## src/rtl/seq_alu.sv

```systemverilog
// seq_alu: registered single-cycle ALU plus an iterative unsigned multiply
// (shift-add) and restoring divide (shift-subtract) behind start/busy/done.
module seq_alu #(
   parameter int unsigned WIDTH = 32,
   parameter int unsigned CNT_W = 6
) (
   input  logic             clk,
   input  logic             rst,
   input  logic             start,
   input  logic [4:0]       control,
   input  logic [WIDTH-1:0] A,
   input  logic [WIDTH-1:0] B,
   output logic [WIDTH-1:0] out,
   output logic [WIDTH-1:0] hi,
   output logic             done,
   output logic             busy,
   output logic             div_zero,
   output logic             illegal
);

   localparam logic [0:0] IDLE = 1'b0;
   localparam logic [0:0] RUN  = 1'b1;

   localparam logic [4:0] OP_ADD  = 5'b00000;
   localparam logic [4:0] OP_SUB  = 5'b00001;
   localparam logic [4:0] OP_AND  = 5'b00010;
   localparam logic [4:0] OP_OR   = 5'b00011;
   localparam logic [4:0] OP_SLT  = 5'b00100;
   localparam logic [4:0] OP_MUL  = 5'b00101;
   localparam logic [4:0] OP_SLTS = 5'b00110;
   localparam logic [4:0] OP_DIV  = 5'b00111;

   localparam logic [CNT_W-1:0] LAST_ITER = CNT_W'(WIDTH - 1);

   logic [0:0]       state_q, state_d;
   logic [CNT_W-1:0] cnt_q, cnt_d;
   logic             is_div_q, is_div_d;
   logic [WIDTH-1:0] acc_q, acc_d;
   logic [WIDTH-1:0] shr_q, shr_d;
   logic [WIDTH-1:0] opb_q, opb_d;
   logic [WIDTH-1:0] out_q, out_d;
   logic [WIDTH-1:0] hi_q, hi_d;
   logic             done_q, done_d;
   logic             div_zero_q, div_zero_d;
   logic             illegal_q, illegal_d;

   logic [WIDTH-1:0] fast_out, fast_hi;
   logic             fast_dz, fast_il;
   logic             go_multi;

   logic [WIDTH:0]   mul_sum;
   logic [WIDTH-1:0] mul_acc, mul_shr;
   logic [WIDTH:0]   div_rem;
   logic             div_ge;
   logic [WIDTH-1:0] div_acc, div_shr;
   logic [WIDTH-1:0] step_acc, step_shr;

   // Results of the latency-1 operations, including the divide-by-zero and
   // illegal-opcode outcomes.
   always_comb begin
      fast_out = '0;
      fast_hi  = '0;
      fast_dz  = 1'b0;
      fast_il  = 1'b0;
      case (control)
         OP_ADD:  fast_out = A + B;
         OP_SUB:  fast_out = A - B;
         OP_AND:  fast_out = A & B;
         OP_OR:   fast_out = A | B;
         OP_SLT:  fast_out = {{(WIDTH-1){1'b0}}, A < B};
         OP_SLTS: fast_out = {{(WIDTH-1){1'b0}}, $signed(A) < $signed(B)};
         OP_MUL:  fast_out = '0;
         OP_DIV: begin
            fast_out = '1;
            fast_hi  = A;
            fast_dz  = 1'b1;
         end
         default: fast_il = 1'b1;
      endcase
   end

   assign go_multi = (control == OP_MUL) || ((control == OP_DIV) && (B != '0));

   // Multiply step: {acc, shr} holds the partial product, multiplier in shr.
   always_comb begin
      mul_sum = {1'b0, acc_q} + ({(WIDTH+1){shr_q[0]}} & {1'b0, opb_q});
      mul_acc = mul_sum[WIDTH:1];
      mul_shr = {mul_sum[0], shr_q[WIDTH-1:1]};
   end

   // Divide step: acc is the partial remainder, shr shifts dividend out and
   // quotient bits in. The W-bit subtraction is exact because the true
   // difference is below the divisor whenever it is taken.
   always_comb begin
      div_rem = {acc_q, shr_q[WIDTH-1]};
      div_ge  = div_rem >= {1'b0, opb_q};
      div_acc = div_ge ? (div_rem[WIDTH-1:0] - opb_q) : div_rem[WIDTH-1:0];
      div_shr = {shr_q[WIDTH-2:0], div_ge};
   end

   assign step_acc = is_div_q ? div_acc : mul_acc;
   assign step_shr = is_div_q ? div_shr : mul_shr;

   always_comb begin
      state_d    = state_q;
      cnt_d      = cnt_q;
      is_div_d   = is_div_q;
      acc_d      = acc_q;
      shr_d      = shr_q;
      opb_d      = opb_q;
      out_d      = out_q;
      hi_d       = hi_q;
      done_d     = 1'b0;
      div_zero_d = 1'b0;
      illegal_d  = 1'b0;

      case (state_q)
         IDLE: begin
            if (start) begin
               if (go_multi) begin
                  state_d  = RUN;
                  cnt_d    = '0;
                  is_div_d = (control == OP_DIV);
                  acc_d    = '0;
                  shr_d    = A;
                  opb_d    = B;
               end else begin
                  out_d      = fast_out;
                  hi_d       = fast_hi;
                  done_d     = 1'b1;
                  div_zero_d = fast_dz;
                  illegal_d  = fast_il;
               end
            end
         end
         RUN: begin
            acc_d = step_acc;
            shr_d = step_shr;
            if (cnt_q == LAST_ITER) begin
               state_d = IDLE;
               cnt_d   = '0;
               out_d   = step_shr;
               hi_d    = step_acc;
               done_d  = 1'b1;
            end else begin
               cnt_d = cnt_q + CNT_W'(1);
            end
         end
         default: state_d = IDLE;
      endcase
   end

   always_ff @(posedge clk) begin
      if (rst) begin
         state_q    <= IDLE;
         cnt_q      <= '0;
         is_div_q   <= 1'b0;
         acc_q      <= '0;
         shr_q      <= '0;
         opb_q      <= '0;
         out_q      <= '0;
         hi_q       <= '0;
         done_q     <= 1'b0;
         div_zero_q <= 1'b0;
         illegal_q  <= 1'b0;
      end else begin
         state_q    <= state_d;
         cnt_q      <= cnt_d;
         is_div_q   <= is_div_d;
         acc_q      <= acc_d;
         shr_q      <= shr_d;
         opb_q      <= opb_d;
         out_q      <= out_d;
         hi_q       <= hi_d;
         done_q     <= done_d;
         div_zero_q <= div_zero_d;
         illegal_q  <= illegal_d;
      end
   end

   assign out      = out_q;
   assign hi       = hi_q;
   assign done     = done_q;
   assign busy     = (state_q == RUN);
   assign div_zero = div_zero_q;
   assign illegal  = illegal_q;

endmodule

```

## config.mk

```make
export PLATFORM = sky130hd
export DESIGN_NAME = seq_alu
export DESIGN_NICKNAME = d
export VERILOG_FILES = /design/src/rtl/seq_alu.sv
export SDC_FILE = /design/constraint.sdc
export NUM_CORES = 1
export LEC_CHECK = 0
export CAP_MARGIN = 0
export CORE_ASPECT_RATIO = 0.75
export CORE_UTILIZATION = 30
export CTS_CLUSTER_DIAMETER = 100
export DETAILED_ROUTE_END_ITERATION = 16
export SKIP_CTS_REPAIR_TIMING = 1
export SLEW_MARGIN = 10
export SYNTH_ARGS = -nofsm -noshare
export SYNTH_HDL_FRONTEND = slang
export SYNTH_SLANG_ARGS = --single-unit
```

## constraint.sdc

```tcl
create_clock -name clk -period 3.2 [get_ports clk]
set_input_delay 0.64 -clock clk [delete_from_list [all_inputs] [get_ports clk]]
set_output_delay 0.64 -clock clk [all_outputs]
set_load 0.05 [all_outputs]
```

==> results.tsv, run 1 <==
metric	value	unit
status	finished with violations	
failing checks	negative setup slack	
nets@finish	3084	
Top FF cell, synth	dfxtp_1	
Yosys top cell area share	0.208	
Port Buffers	139	
grt total ovfl	0	
# rows	74	
Clock Sink Count	171	
Max Slew Vio Count	0	
Cells after Synth	2291	
core area	54300	um^2
Skew-Pair Late Insertion Delay	0.47	ns
setup violation total in the final timing report	22	
first-pass GRT wire length	110000	um
Die Wd	273	um
Final Hold Viols	0	
max_cap viols	0	
WS Path Type	flip-flop to flip-flop	
TritonCTS Buffers	17	
area delta synth->final	47.4	%
number of enable flip-flop cells after synthesis	0	
Max VDD drop	0.000421	V
total iterations of the first detailed-routing run	5	
Avg Cell Area, Syn	7.20	um^2
DRC	0	
Routed Wire Length	74800	um
Worst Max-Slew Pin Slew	0.807	ns
crit path max fanout	13	
Initial Util	0.303	
vias per inst	5.52	
FF-to-FF path depth	15	
placer congestion estimate	0.986	
Filler cells	5403	
part of the cycle the worst path needs	1.06	
most frequent cells after synthesis	a21oi_1, nor2_1, nand2_1, ha_1, dfxtp_1	
worst setup margin	-0.196	ns
post-layout instance area	24300	um^2
pin count of the biggest net entering global routing	139	
Power Density	302	nW/um^2
Vias	19684	
Worst Setup End Kind	flip-flop	
Power, Total	7.34	mW
I/O Pins	140	
Finished Core Util	0.447	
Crit path arrival time	3.78	ns
Critical-path top delay cell	a211o_4	
vias in the first global route	18527	
Area contributors post-synth	dfxtp_1, ha_1, a21oi_1	
Worst Hold Class	flip-flop to flip-flop	
area post-placement	22100	um^2
synth warn	0	
Slew Limit Headroom	0.462	
post-synthesis net count	2545	
required time worst endpoint	3.58	ns
Netlist cell types	90	
maximum clock frequency	294	MHz
critical path depth in cells	15	
Synth area leader	dfxtp_1	
Clock Path Buffers	2	
count leader, synth	a21oi_1	
gr usage total	0.256	
clk root buf	clkbuf_16	
initial antenna violation count	1	
Die H	205	um
crit start category	flip-flop	
H-tree levels	4	
CP peak stage delay	0.41	ns
sequential-to-total area share from yosys stat	0.208	
clk_skew	0.0224	ns
critical-path cell list	buf_8 -> and2_1 -> ha_4 -> o211ai_1 -> o21ai_2 -> o31a_1 -> a211o_4 -> buf_4 -> a21o_1 -> a21oi_2 -> buf_4 -> o21a_1 -> xnor2_1 -> o221ai_2 -> a211oi_2	
ys async rst share	0	
Worst Path Buf+Inv	3	
final hold slack	0.483	ns
CTS tree	done	
RSZ-0062 raised after global routing	yes	
Mapped Area	16500	um^2
share of cells above drive strength 1	0.287	
antenna viol nets, final	0	
Worst path top cell family by delay	compound AO/OA/AOI/OAI gates	
Hold Path Stages	2	
DR iter-0 viols	2159	
synthesized flop and latch total	171	
Top cell by count, worst path	buf_4	
hpwl dp	58200	um
leak pwr	10.7	nW
CTS clock-pin slew for the worst setup and hold paths	0.08	ns
post-layout minimum cycle time	3.40	ns
Die ar.	55900	um^2
WL/cell	21.0	um
-- worst register-to-register path, delay by kind of cell, from the launching register on --
| kind | cells | cell delay [ns] |
|---|---|---|
| compound gates | 9 | 1.93 |
| buf+inv | 3 | 0.44 |
| flops | 1 | 0.37 |
| fa+ha+maj | 1 | 0.24 |
| simple gates | 1 | 0.19 |
| xor+xnor | 1 | 0.15 |
-- metal layers --
metal | global-route usage | part of all wire
met5 | 0 | 0.00017
met4 | 0.0702 | 0.027
met3 | 0.0493 | 0.078
met2 | 0.380 | 0.42
met1 | 0.371 | 0.47
-- sequential cells by signal (all words and copies together) (netlist names) --
name      count
acc_q        32
hi           32
opb_q        32
out          32
shr_q        32
cnt_q         6
busy          1
div_zero      1
done          1
illegal       1
is_div_q      1
-- cell usage in the layout (no fill, tap or decap), types with 25 or more instances in the layout --
cell type,synthesis,layout
o21ai_0,92,85
a211oi_1,60,44
clkdlybuf4s50_1,0,112
inv_1,140,127
ha_1,178,155
o211ai_1,25,25
xnor2_1,55,52
and2_1,39,38
nand3_1,42,40
a21o_1,44,44
nand2_1,225,217
buf_4,2,494
a21oi_2,1,30
dfxtp_1,171,163
a21oi_1,302,270
nor3_1,61,52
nor2_1,251,242
-- cell families (layout without fill, tap and decap cells) --
kind of cell / after synthesis / after routing / share of synthesized area
compound gates: 773 / 773 / 0.300
simple gates: 753 / 753 / 0.209
buf+inv: 292 / 844 / 0.0753
fa+ha+maj: 182 / 182 / 0.140
flops: 171 / 171 / 0.208
xor+xnor: 77 / 77 / 0.0409
mux: 43 / 43 / 0.0273
other cells: 0 / 1 / 0
-- where the power goes --
| group | internal (mW) | switching [mW] | leakage [nW] | total [mW] |
|---|---|---|---|---|
| sequential | 2.19 | 0.0621 | 1.39 | 2.25 |
| clock | 1.22 | 1.06 | 0.292 | 2.28 |
| combinational | 1.22 | 1.58 | 8.97 | 2.81 |
-- through the flow --
step	instances	setup TNS, ns	setup WS [ns]
3_5_place_dp	3508	-48.05	-0.948
4_1_cts	3540	-13.39	-0.466
6_report	3566	-1.75	-0.196
3_3_place_gp	3508	-51.72	-0.945
2_1_floorplan	2291	0	0.0230
5_1_grt	3565	-6.86	-0.314
-- layout make-up --
class | count | area [um^2] | share of cell area
Clock buffer | 20 | 457 | 0.0188
Multi-Input combinational cell | 1828 | 13100 | 0.540
Sequential cell | 171 | 3440 | 0.142
Antenna cell | 1 | 2.50 | 0.000103
Tap cell | 722 | 903 | 0.0372
Timing Repair Buffer | 667 | 5680 | 0.234
Clock inverter | 12 | 150 | 0.00618
Inverter | 145 | 547 | 0.0225
-- path summary, 6_finish.rpt --
check | end | slack (ns) | startpoint
worst min-delay path | opb_q[5] | 0.48 | opb_q[5]
worst max-delay path | hi[28] | -0.20 | shr_q[0]
worst min register to register | opb_q[5] | 0.48 | opb_q[5]
worst max register to register | hi[28] | -0.20 | shr_q[0]
Note: power is estimated with default switching activity, not from simulation.
==> run 2, diff against run 1 <==
Settings changed: RECOVER_POWER set to 25.
==> run 2 against run 1 <==
- clock power about the same
- fmax about the same
- sequential power barely moved
- cell area is the same
- sequential cell count did not move
- die area is the same
- routed wire length increased by 0.27%
- first-iteration DRC count fell by 3.2%
- clock skew hardly changed
- total power is 0.17% lower
- the flow still finishes with violations (negative setup slack)
- via count increased by 0.14%
- global-route usage stayed put
==> results.tsv, run 2 (same netlist as run 1, synthesis figures left out) <==
metric	value	unit	change
placer congestion estimate	0.986		unchanged
clk_skew	0.0219	ns	-0.000458 ns
combinational share of power	0.381		about the same
Slew Limit Headroom	0.228		-0.233
Clock Path Buffers	2		unchanged
critical-path cell list	buf_8 -> and2_1 -> ha_4 -> o211ai_1 -> o21ai_2 -> o31a_1 -> a211o_4 -> buf_4 -> a21o_1 -> a21oi_2 -> buf_4 -> o21a_1 -> xnor2_1 -> o221ai_2 -> a211oi_2		
required time worst endpoint	3.58	ns	about the same
RR Startpoint	shr_q[0]		
maximum clock frequency	294	MHz	about the same
area delta synth->final	47.4	%	unchanged
first-pass GRT wire length	110000	um	unchanged
Finished Core Util	0.447		unchanged
Die ar.	55900	um^2	unchanged
most common cell after layout, fill and taps aside	buf_4		
Crit path arrival time	3.78	ns	about the same
max_cap viols	0		unchanged
Worst path top cell family by delay	compound AO/OA/AOI/OAI gates		
WL/cell	21.0	um	+0.27%
Die Wd	273	um	unchanged
Worst Path Buf+Inv	3		unchanged
Filler cells	5403		unchanged
Reg power frac	0.307		about the same
post-layout instance area	24300	um^2	unchanged
Cell Int Power	4.62	mW	-0.30%
placed instance count	3508		unchanged
WS Path Type	flip-flop to flip-flop		
clk root buf	clkbuf_16		
vias per inst	5.53		+0.14%
Vias	19711		+0.14%
antenna viol nets, final	0		unchanged
gr usage total	0.256		unchanged
worst setup margin	-0.198	ns	-0.00204 ns
RSZ-0062 raised after global routing	yes		
initial antenna violation count	1		unchanged
hpwl dp	58200	um	unchanged
Skew-Pair Late Insertion Delay	0.47	ns	about the same
origin of the worst setup path	shr_q[0]		
CP peak stage delay	0.41	ns	about the same
part of the cycle the worst path needs	1.06		about the same
core area	54300	um^2	unchanged
Net Sw Frac	0.370		+0.000814
Die H	205	um	unchanged
DR iter-0 viols	2089		-3.2%
total iterations of the first detailed-routing run	5		unchanged
# rows	74		unchanged
Clock Sink Count	171		unchanged
final hold slack	0.483	ns	-0.000419 ns
setup violation total in the final timing report	22		unchanged
leak pwr	10.8	nW	+1.3%
DRC	0		unchanged
Initial Util	0.303		unchanged
final std cells w/o fill	3566		unchanged
pin count of the biggest net entering global routing	139		unchanged
Hold Startpoint	opb_q[5]		
Port Buffers	139		unchanged
Multi-input gate area	13100	um^2	unchanged
share of cells above drive strength 1	0.287		-0.000352
Top cell by count, worst path	buf_4		
TritonCTS Buffers	17		unchanged
Worst Max-Slew Pin Slew	1.16	ns	+0.349 ns
failing checks	negative setup slack		
status	finished with violations		
P_sw	2.71	mW	about the same
crit start category	flip-flop		
grt total ovfl	0		unchanged
crit path max fanout	13		unchanged
Max VDD drop	0.000421	V	about the same
Clk network pwr share	0.311		about the same
nets@finish	3084		unchanged
area post-placement	22100	um^2	unchanged
Max Slew Vio Count	0		unchanged
Worst Setup End Kind	flip-flop		
Critical-path top delay cell	a211o_4		
Power Density	301	nW/um^2	-0.17%
post-layout minimum cycle time	3.40	ns	+0.00204 ns
Routed Wire Length	75000	um	+0.27%
most frequent cells in the layout	buf_4, a21oi_1, nor2_1, nand2_1, dfxtp_1		
dpl ws	-0.948	ns	unchanged
FF+latch area	3440	um^2	unchanged
vias in the first global route	18527		unchanged
CTS clock-pin slew for the worst setup and hold paths	0.08	ns	about the same
Worst Hold Class	flip-flop to flip-flop		
I/O Pins	140		unchanged
Final Hold Viols	0		unchanged
H-tree levels	4		unchanged
CTS tree	done		
## run 2: cell count changes in the layout (fill, tap and decap cells not counted), sizes merged
cell and delta:
clkdlybuf4s50 -50, dlygate4sd3 +50
## run 2: tightest hold or removal path: stages, from the launching register on
cell	delay, ns
dfxtp_2	0.34
nand2_1	0.05
a21oi_1	0.05
## run 2: final cells by class
class,instances,area share
timing repair buffer,667,0.234
clock inverter,12,0.00618
sequential,171,0.142
antenna,1,0.000103
clock buffer,20,0.0188
tap,722,0.0372
inverter,145,0.0225
multi-input combinational,1828,0.540
## run 2: worst paths after layout
path | cells after the start | end | slack [ns]
worst min-delay path | 2 | opb_q[5] | 0.48
worst max-delay path | 15 | hi[28] | -0.20
worst min register to register | 2 | opb_q[5] | 0.48
worst max register to register | 15 | hi[28] | -0.20
## run 2: power by group through the flow
stage                     Clock [mW]  Combinational [mW]  Sequential [mW]
after global placement             0                2.45             2.30
after global routing            2.39                2.95             2.26
final                           2.28                2.79             2.25
after detailed placement           0                2.46             2.30
after CTS                       2.30                2.48             2.25
after floorplan                    0                1.08             2.46
## run 2: routing by layer
metal,up-vias,global-route usage,share of wire
met5,-,0,0.00017
met4,2,0.0702,0.026
met3,108,0.0493,0.083
met2,810,0.380,0.42
met1,9508,0.371,0.47
li1,9283,-,-
## run 2: per-stage QoR
stage                     total power, mW  setup TNS (ns)
final                                7.33           -1.79
after global routing                 7.60           -6.93
after CTS                            7.03          -13.39
after detailed placement             4.76          -48.05
after global placement               4.76          -51.72
after floorplan                      3.54               0
==> run 3, diff against run 2 <==
Settings changed: PLACE_DENSITY set to 0.55.
==> run 3 against run 2 <==
- the run still ends with negative setup slack left
- clock-buffer cell count down 2
- critical path depth stayed put
- critical path type unchanged
- sequential cell count did not move
- first-iteration DRC count down 8.7%
==> results.tsv, run 3 (same netlist as run 1, synthesis figures left out) <==
metric	value	unit	change
Clock Path Buffers	2		unchanged
Top Metal Used	met4		
Slew Limit Headroom	0.300		+0.0711
Initial Util	0.303		unchanged
CTS tree	done		
Die H	205	um	unchanged
required time worst endpoint	3.59	ns	about the same
failing checks	negative setup slack		
placed instance count	3530		+0.63%
clk root buf	clkbuf_16		
Worst Max-Slew Pin Slew	1.05	ns	-0.105 ns
most frequent cells in the layout	buf_4, a21oi_1, nor2_1, nand2_1, dfxtp_1		
total iterations of the first detailed-routing run	6		+1
WL/cell	21.2	um	+0.53%
critical-path cell list	and2_4 -> ha_4 -> buf_4 -> a211oi_4 -> o21ai_2 -> o31a_1 -> a211o_4 -> buf_6 -> a21o_1 -> a21oi_2 -> buf_4 -> o21a_1 -> xnor2_2 -> o221ai_2 -> a211oi_2		
share of cells above drive strength 1	0.301		+0.0142
gr usage total	0.258		+0.00178
Vias	19701		-0.051%
Finished Core Util	0.454		+0.00651
nets@finish	3113		+0.94%
DR iter-0 viols	1908		-8.7%
Critical-path top delay cell	a211o_4		
first-pass GRT wire length	111000	um	+0.96%
Die Wd	273	um	unchanged
vias in the first global route	18570		+0.23%
RSZ-0062 raised after global routing	yes		
placer congestion estimate	0.978		-0.83%
Worst Setup End Kind	flip-flop		
Power, Total	7.47	mW	+2.0%
final std cells w/o fill	3594		+0.79%
Crit path arrival time	3.72	ns	-0.06 ns
vias per inst	5.48		-0.83%
Clock Sink Count	171		unchanged
setup_tns	-1.46	ns	+0.325 ns
pin count of the biggest net entering global routing	93		-33%
Power Density	303	nW/um^2	+0.54%
dpl ws	-0.965	ns	-0.0173 ns
core area	54300	um^2	unchanged
met2 routed WL	32400	um	+1.9%
TritonCTS Buffers	17		unchanged
grt total ovfl	0		unchanged
leak pwr	10.9	nW	+1.2%
wire length on met3	6180	um	-0.13%
Skew-Pair Late Insertion Delay	0.47	ns	about the same
Max Slew Vio Count	0		unchanged
hpwl dp	58500	um	+0.56%
Top cell by count, worst path	buf_4		
antenna viol nets, final	0		unchanged
initial antenna violation count	1		unchanged
area post-placement	22200	um^2	+0.86%
crit start category	flip-flop		
Final Hold Viols	0		unchanged
max_cap viols	0		unchanged
post-layout minimum cycle time	3.33	ns	-0.0697 ns
number of diodes	0		-1
DRC	0		unchanged
crit path max fanout	5		-8
worst setup margin	-0.129	ns	+0.0697 ns
Port Buffers	139		unchanged
clk_skew	0.0196	ns	-0.00233 ns
area delta synth->final	49.6	%	
final hold slack	0.483	ns	+0.000505 ns
Routed Wire Length	76000	um	+1.3%
setup violation total in the final timing report	22		unchanged
CP peak stage delay	0.41	ns	about the same
post-layout instance area	24700	um^2	+1.5%
# rows	74		unchanged
WS Path Type	flip-flop to flip-flop		
CTS clock-pin slew for the worst setup and hold paths	0.08	ns	about the same
maximum clock frequency	300	MHz	+2.1%
WL met1	35600	um	+1.6%
most common cell after layout, fill and taps aside	buf_4		
part of the cycle the worst path needs	1.04		-0.0218
H-tree levels	4		unchanged
Die ar.	55900	um^2	unchanged
Worst Hold Class	flip-flop to flip-flop		
status	finished with violations		
Max VDD drop	0.000332	V	-21%
I/O Pins	140		unchanged
run 3: cell types whose count changed in the layout (fill, tap and decap cells not counted), moves of 5 or more:
cell | previous run | this run
a211oi_1 | 44 | 39
buf_4 | 494 | 521
ha_1 | 155 | 149
ha_2 | 3 | 8
nor2_1 | 242 | 236
nor2_2 | 9 | 14
run 3: final cells by class:
class | count | area (um^2)
Fill cell | 5361 | 29700
Multi-Input combinational cell | 1828 | 13200
Timing Repair Buffer | 696 | 5970
Sequential cell | 171 | 3440
Tap cell | 722 | 903
Inverter | 145 | 544
Clock buffer | 18 | 439
Clock inverter | 14 | 178
run 3: final timing paths:
path	startpoint	cells after the start	to	slack, ns
worst max-delay path	shr_q[0]	15	hi[28]	-0.13
worst min-delay path	opb_q[0]	2	opb_q[0]	0.48
worst max register to register	shr_q[0]	15	hi[28]	-0.13
worst min register to register	opb_q[0]	2	opb_q[0]	0.48
run 3: metal layers:
metal  track usage  up-vias
met5             0        -
met4        0.0664        0
met1         0.373     9495
met2         0.392      749
li1              -     9356
met3        0.0420      101
run 3: critical path, delay by kind of cell (launching register included):
| kind | cells | cell delay [ns] |
|---|---|---|
| adders and majority gates | 1 | 0.17 |
| xor gates and xnor gates | 1 | 0.13 |
| buffers and inverters | 3 | 0.42 |
| AOI/OAI and AO/OA | 9 | 1.98 |
| and+or+nand+nor | 1 | 0.17 |
| DFF | 1 | 0.38 |
run 3: where the power goes:
part / total, mW / internal [mW] / leakage, nW / switching (mW)
Sequential: 2.25 / 2.19 / 1.40 / 0.0604
Combinational: 2.90 / 1.28 / 9.23 / 1.62
Clock: 2.32 / 1.21 / 0.296 / 1.11
Total: 7.47 / 4.68 / 10.9 / 2.79
